## config.mk

```make
export PLATFORM = sky130hd
export DESIGN_NAME = system_join_responder
export DESIGN_NICKNAME = d
export VERILOG_FILES = /design/src/rtl/system_join_responder.sv
export SDC_FILE = /design/constraint.sdc
export NUM_CORES = 1
export LEC_CHECK = 0
export ABC_AREA = 1
export BUFFER_PORTS_ARGS = -buffer_cell sky130_fd_sc_hd__buf_2
export CAP_MARGIN = 20
export CORE_ASPECT_RATIO = 1.4
export CORE_MARGIN = 1.5
export CORE_UTILIZATION = 47
export CTS_BUF_LIST = sky130_fd_sc_hd__clkbuf_4 sky130_fd_sc_hd__clkbuf_8
export DETAILED_ROUTE_END_ITERATION = 16
export PLACE_DENSITY = 0.83
export SLEW_MARGIN = 20
export SYNTH_ARGS = -nofsm -noshare
export SYNTH_HDL_FRONTEND = slang
export SYNTH_SLANG_ARGS = --single-unit
export TNS_END_PERCENT = 1
```

## constraint.sdc

```tcl
create_clock -name clk -period 2.57 [get_ports clk]
set_clock_uncertainty 0.15 [all_clocks]
set_input_delay 0.514 -clock clk [delete_from_list [all_inputs] [get_ports clk]]
set_output_delay 0.514 -clock clk [all_outputs]
set_load 0.01 [all_outputs]
```

## src/rtl/system_join_responder.sv

```systemverilog
// Parent-side responder for tree formation: answers PARENT_REQUEST with PARENT_ACK,
// waits for the matching JOIN_REQUEST, commits a child and answers with JOIN_ACK.
module system_join_responder #(
  parameter int MAX_CHILDREN = 8,
  parameter int TIMEOUT      = 256,
  localparam int CW          = $clog2(MAX_CHILDREN) + 1,
  localparam int TW          = $clog2(TIMEOUT) + 1
) (
  input  logic          clk,
  input  logic          nrst,
  input  logic          enable,
  input  logic [7:0]    this_id,
  input  logic [7:0]    global_id,
  input  logic [7:0]    child_id_base,
  input  logic          rx_valid,
  output logic          rx_ready,
  input  logic [7:0]    rx_header,
  input  logic [63:0]   rx_payload,
  input  logic [7:0]    rx_src_id,
  output logic          tx_valid,
  input  logic          tx_ready,
  output logic [7:0]    tx_header,
  output logic [63:0]   tx_payload,
  output logic [7:0]    tx_dst_id,
  output logic [CW-1:0] child_count,
  output logic          busy,
  output logic [1:0]    dbg_state
);

  // Handshake: rx and tx both transfer on a cycle where valid && ready is high.
  // rx_ready is a function of state only; tx fields hold while tx_valid && !tx_ready.

  localparam logic [7:0] S_NOPE           = 8'd0;
  localparam logic [7:0] S_RESET          = 8'd2;
  localparam logic [7:0] S_PARENT_REQUEST = 8'd3;
  localparam logic [7:0] S_PARENT_ACK     = 8'd4;
  localparam logic [7:0] S_JOIN_REQUEST   = 8'd5;
  localparam logic [7:0] S_JOIN_ACK       = 8'd6;

  typedef enum logic [1:0] {
    IDLE      = 2'd0,
    SEND_PACK = 2'd1,
    WAIT_JOIN = 2'd2,
    SEND_JACK = 2'd3
  } state_t;

  state_t          state_q, state_d;
  logic [7:0]      requester_q, requester_d;
  logic [7:0]      offer_q, offer_d;
  logic            is_init_q, is_init_d;
  logic [7:0]      parent_q, parent_d;
  logic [7:0]      gid_q, gid_d;
  logic [TW-1:0]   timer_q, timer_d;
  logic [CW-1:0]   count_q, count_d;

  logic rx_fire;
  logic is_preq;
  logic is_jreq;
  logic is_rst;
  logic join_match;
  logic count_full;
  logic timer_done;

  assign rx_ready   = (state_q == IDLE) || (state_q == WAIT_JOIN);
  assign rx_fire    = rx_valid && rx_ready;
  assign is_preq    = rx_fire && (rx_header == S_PARENT_REQUEST);
  assign is_jreq    = rx_fire && (rx_header == S_JOIN_REQUEST);
  assign is_rst     = rx_fire && (rx_header == S_RESET);
  assign join_match = is_jreq && (rx_src_id == requester_q) &&
                      (rx_payload[62:55] == this_id) &&
                      (rx_payload[54:47] == offer_q);
  assign count_full = (count_q >= CW'(MAX_CHILDREN));
  assign timer_done = (timer_q == TW'(TIMEOUT - 1));

  always_ff @(posedge clk or negedge nrst) begin
    if (!nrst) begin
      state_q     <= IDLE;
      requester_q <= 8'd0;
      offer_q     <= 8'd0;
      is_init_q   <= 1'b0;
      parent_q    <= 8'd0;
      gid_q       <= 8'd0;
      timer_q     <= '0;
      count_q     <= '0;
    end else begin
      state_q     <= state_d;
      requester_q <= requester_d;
      offer_q     <= offer_d;
      is_init_q   <= is_init_d;
      parent_q    <= parent_d;
      gid_q       <= gid_d;
      timer_q     <= timer_d;
      count_q     <= count_d;
    end
  end

  always_comb begin
    state_d     = state_q;
    requester_d = requester_q;
    offer_d     = offer_q;
    is_init_d   = is_init_q;
    parent_d    = parent_q;
    gid_d       = gid_q;
    timer_d     = timer_q;
    count_d     = count_q;
    tx_valid    = 1'b0;
    tx_header   = S_NOPE;
    tx_payload  = 64'd0;
    tx_dst_id   = 8'd0;

    case (state_q)
      IDLE: begin
        if (is_rst) begin
          count_d = '0;
        end else if (is_preq && enable && !count_full) begin
          requester_d = rx_src_id;
          offer_d     = child_id_base + 8'(count_q);
          is_init_d   = rx_payload[63];
          // Own/global IDs are captured so the ack fields cannot move under back-pressure.
          parent_d    = this_id;
          gid_d       = global_id;
          state_d     = SEND_PACK;
        end
      end
      SEND_PACK: begin
        tx_valid   = 1'b1;
        tx_header  = S_PARENT_ACK;
        tx_dst_id  = requester_q;
        tx_payload = {is_init_q, parent_q, offer_q, gid_q, 39'd0};
        if (tx_ready) begin
          timer_d = '0;
          state_d = WAIT_JOIN;
        end
      end
      WAIT_JOIN: begin
        timer_d = timer_q + 1'b1;
        if (is_rst) begin
          count_d = '0;
          state_d = IDLE;
        end else if (join_match) begin
          // A match arriving on the timeout cycle still commits.
          count_d = count_q + 1'b1;
          state_d = SEND_JACK;
        end else if (timer_done) begin
          state_d = IDLE;
        end
      end
      SEND_JACK: begin
        tx_valid   = 1'b1;
        tx_header  = S_JOIN_ACK;
        tx_dst_id  = requester_q;
        tx_payload = {is_init_q, 8'(count_q), parent_q, offer_q, 39'd0};
        if (tx_ready) begin
          state_d = IDLE;
        end
      end
      default: begin
        state_d = IDLE;
      end
    endcase
  end

  assign child_count = count_q;
  assign busy        = (state_q != IDLE);
  assign dbg_state   = state_q;

  a_tx_hold: assert property (@(posedge clk) disable iff (!nrst)
    (tx_valid && !tx_ready) |=> (tx_valid && $stable(tx_header) &&
                                 $stable(tx_payload) && $stable(tx_dst_id)));

  a_count_bound: assert property (@(posedge clk) disable iff (!nrst)
    count_q <= CW'(MAX_CHILDREN));

endmodule
```

; ---- After elaboration in Yosys (flattened, before gate mapping)
; Cells that the tools add are included.
[word_totals]
ff_bits = 48
elab_cells = 68
[classes]
n_addsub = 3
n_lt_le_gt_ge = 1
n_eq_ne = 17
mux = 18
n_bitwise = 1
reduce_logical = 20
[ops]
columns = cell, count
row1 = one-hot mux 64 bit (2 select lines), 1
row2 = equality test 8 bit, 3
row3 = one-hot mux 9 bit (2 select lines), 1
row4 = "equality test 8 x 2 -> 1 bit, second input constant", 2
row5 = 2-to-1 mux 2 bit, 7
row6 = 2-to-1 mux 4 bit, 3
row7 = "adder 9 x 1 -> 9 bit, second input constant", 1
row8 = "equality test 9 x 8 -> 1 bit, second input constant", 1
row9 = logical AND 1 bit, 9
row10 = 2-to-1 mux 9 bit, 1
row11 = adder 8 x 4 -> 8 bit, 1
row12 = "equality test 8 x 3 -> 1 bit, second input constant", 1
row13 = 2-to-1 mux 8 bit, 1
row14 = "!= test 2 bit, second input constant", 4
row15 = one-hot mux 2 bit (4 select lines), 1
row16 = one-hot mux 4 bit (2 select lines), 1
row17 = one-hot mux 3 bit (2 select lines), 1
row18 = AND reduction 3 bit, 2
row19 = nonzero test 2 bit, 3
row20 = AND reduction 5 bit, 1
row21 = "adder 4 x 1 -> 4 bit, second input constant", 1
row22 = "equality test 2 bit, second input constant", 2
row23 = ">= comparator 4 bit, second input constant", 1
row24 = "!= test 4 bit, second input constant", 1
row25 = 10 further kinds, 10

; ---- Logic depth before layout (Yosys ltp)
[logic_depth]
ltp_word = 10
depth_mapped = 13
ltp_nobuf = 13

; ---- Worst setup path after synthesis
; No wires, ideal clock.
[synth_path]
path_type = reg2out
start = register state_q[0], in the netlist dbg_state[0]
end = output port tx_payload[52]
t_arrival_ps = 1394
setup_slack_ps = 512
path_stages_with_launch = 6
path_cell_list = dfrtp_1 > inv_2 > nor2_2 > clkinv_1 > buf_2 > o22ai_1
[synth_between]
elab_chain_cells = 2
[synth_lines]
columns = element, line_no
row1 = start: declaration, 47  ; state_t state_q, state_d;
row2 = start signal: assignment, 86  ; state_q <= state_d;
row3 = equality test 2 bit / equality test 2 x 1 -> 1 bit (equally long branches), 111  ; case (state_q)
row4 = one-hot mux 64 bit (2 select lines) (*), 111
row5 = end: declaration, 23  ; output logic [63:0] tx_payload,
; Mark *: on every way between the ends. The rest lies on a longest branch, timed or not.

; ---- Worst setup path in the final report
[layout_path]
start = register state_q[0], in the netlist dbg_state[0]
end = output port tx_payload[50]
; The elaborated chain is that of the path after synthesis.

==> impl_metrics.toml <==
[timing]
worstMarginPinSlew_ns = 0.569
tns_ns = 0
fmax_mhz = 416
fin_crit_sh_pct = 93.6
setup_viol_count_final = 0
finalHoldViolCount = 0
hold_ws_ns = 0.0186
setup_ws_ns = 0.164
slew-limit-headroom_pct = 62.1
fin_crit_ns = 2.41
slew_violations = 0
rsz0062_at_grt = "no"

[grt]
grt_pass1_vias = 3530
grt_max_degree = 28
track_usage_pct = 23.4
grt_pass1_wl_mm = 15.8
antenna_found_initial = 0
gr-total-overflow = 0

[routing]
wire_per_inst_um = 12.7
ant_nets = 0
vias_per_cell = 4.83
drt_iter0_drc = 227
drc = 0
vias = 3700
firstDrtPassIters = 5
wirelength_mm = 9.74

[finish]
drive_gt1_share_pct = 26.1
seq_area_um2 = 1200
nNetsFinal = 783
multi_input_area_um2 = 1960
area_growth_pct = 14.7
diodes = 0
final_area_um2 = 4370
n_fill_cell = 783
final_cell_count_no_fill = 766

[synth]
syn-cell-area_um2 = 3800
synth_top_area_share_pct = 31.6
avgSynthCellArea_um2 = 6.83
yosysWarnings = 0
synth-seq-area-share_pct = 31.6
yosys.area.top_type = "dfrtp_1"
ys_ff_latch = 48
synth.area.top_cells = "dfrtp_1 32%, nand2_1 16%, inv_1 9.4%"
synthDistinctLibCells = 36
syn-instance-count = 557

[place]
dp_hpwl_mm = 7.80
gp_congestion = 0.875
portBuffers = 105
place_area_um2 = 4260
dp_slack_ns = 0.402
place_inst = 757

[clock_tree]
clock_sink_count = 48
clock_latency_ns = 0.33
cts_tree = "yes"
htreeDepth = 2
path_clk_slew_ns = 0.10
root_buffer = "clkbuf_8"
cts-buffers-inserted = 5
cts.path.max_buffers = 2

[hold_path]
worstHoldPathType = "in2async"

[critical_path]
critPathMaxFanout = 9
arrival_ns = 1.74
crit_path_start_kind = "flip-flop"
critical_path_class = "reg2out"
endpoint_kind = "output port"
required_ns = 1.91

[pwr]
p_leak_nw = 2.62
cellPowerDensity_nw_per_um2 = 551
vdd_drop_max_uv = 356

[floorplanning]
die_h_um = 109
num_rows = 38
coreArea_um2 = 7800
dieArea_um2 = 8650
start_util_pct = 48.8
die_w_um = 79.0
io_pins = 198

[outcome]
status = "complete, no violations"

[run]
maxCapViolCount = 0
-- final cells by class --
cell class	count	area share, %
flip-flops and latches	48	27.5
inverters	101	8.77
well taps	100	2.87
clock inverters	2	0.373
multi-input cells	394	45.0
clock buffers	6	1.75
repair buffers	115	13.8
-- placed cells by master (no fill, tap or decap), types with 5 or more instances in the layout --
cell type and n:
nand4_1 5, dfrtp_1 48, ha_1 8, o21ai_0 18, inv_1 95, nand2_2 22, buf_2 105, conb_1 45
nand2_1 164, o21ai_1 7, inv_2 5, nand3_1 23, clkbuf_8 5, o22ai_1 15, xor2_1 11, o21ai_2 12
nor2_1 32, buf_4 10, a21oi_1 9
-- per-stage QoR --
stage,utilization (%),power (W)
2_1_floorplan,-,0.00153
6_report,56.0,0.00241
4_1_cts,55.8,0.00240
3_5_place_dp,54.7,0.00191
3_3_place_gp,54.7,0.00189
5_1_grt,56.0,0.00256
-- synth_stat cells --
cell type / count
a21oi_1: 9
and3_1: 1
buf_2: 5
buf_4: 46
buf_6: 4
clkbuf_1: 3
clkinv_1: 1
conb_1: 1
dfrtp_1: 48
fa_1: 1
ha_1: 8
inv_1: 95
inv_2: 5
nand2_1: 164
nand2_2: 22
nand2_4: 1
nand3_1: 23
nand3_2: 2
nand3b_1: 1
nand4_1: 5
nor2_1: 32
nor2_2: 3
nor2_4: 1
nor2_8: 1
nor3_1: 2
nor3_2: 3
nor3b_1: 1
nor4_1: 2
o21a_1: 1
o21ai_0: 18
o21ai_1: 7
o21ai_2: 12
o22ai_1: 15
o32ai_1: 1
xnor2_1: 2
xor2_1: 11
-- worst max-delay path, cell delays in order, from the launching register on --
cell        delay [ns]
dfrtp_1           0.41
inv_2             0.10
nor2_2            0.18
clkinvlp_4        0.16
buf_4             0.20
o22ai_1           0.19
buf_2             0.17
-- cell families after synthesis --
group / after synthesis / share of synthesized area, %
AND/OR/NAND/NOR: 264 / 30.9
buffers and inverters: 159 / 21.2
AO/OA/AOI/OAI: 63 / 10.1
flip-flops: 48 / 31.6
XOR/XNOR: 13 / 2.99
adder cells (fa/ha/maj): 9 / 3.16
other: 1 / 0.0986
-- what timing repair did --
| action | in CTS | in global routing |
|---|---|---|
| endpoints found under the setup margin | 0 | 4 |
| buffers inserted | 0 | 1 |
| hold buffers | 0 | 0 |
| gates resized for setup | 0 | 1 |
-- final timing paths --
path	depth (start not counted)	start	slack, ns	endpoint
max in group asynchronous	2	nrst	1.64	offer_q[1]
min in group clk	3	global_id[2]	0.24	gid_q[2]
hold reg to reg	2	gid_q[2]	0.33	gid_q[2]
hold / removal	1	nrst	0.02	dbg_state[1]
setup reg to reg	7	child_count[0]	0.52	offer_q[6]
setup / recovery	6	dbg_state[0]	0.16	tx_payload[50]
-- report_power, final --
part	leakage, nW	switching, W	internal, W
registers	0.568	0.0000429	0.000803
clock network	0.0448	0.000288	0.000205
logic	2.01	0.000689	0.000378
total	2.62	0.00102	0.00139
-- registers in the layout, indices dropped and copies added (netlist names) --
| name | cells |
|---|---|
| gid_q | 8 |
| requester_q | 8 |
| timer_q | 9 |
| offer_q | 8 |
| is_init_q | 1 |
| child_count | 4 |
| parent_q | 8 |
| dbg_state | 2 |
-- metal layers --
| metal | global-route usage [%] | vias up | wire (µm) |
|---|---|---|---|
| met5 | 0 | - | 0 |
| met4 | 11.0 | 0 | 255 |
| met3 | 4.07 | 20 | 645 |
| met2 | 41.0 | 161 | 4940 |
| met1 | 27.6 | 1693 | 3900 |
| li1 | - | 1826 | - |
Power figures use the tool's default switching activity.
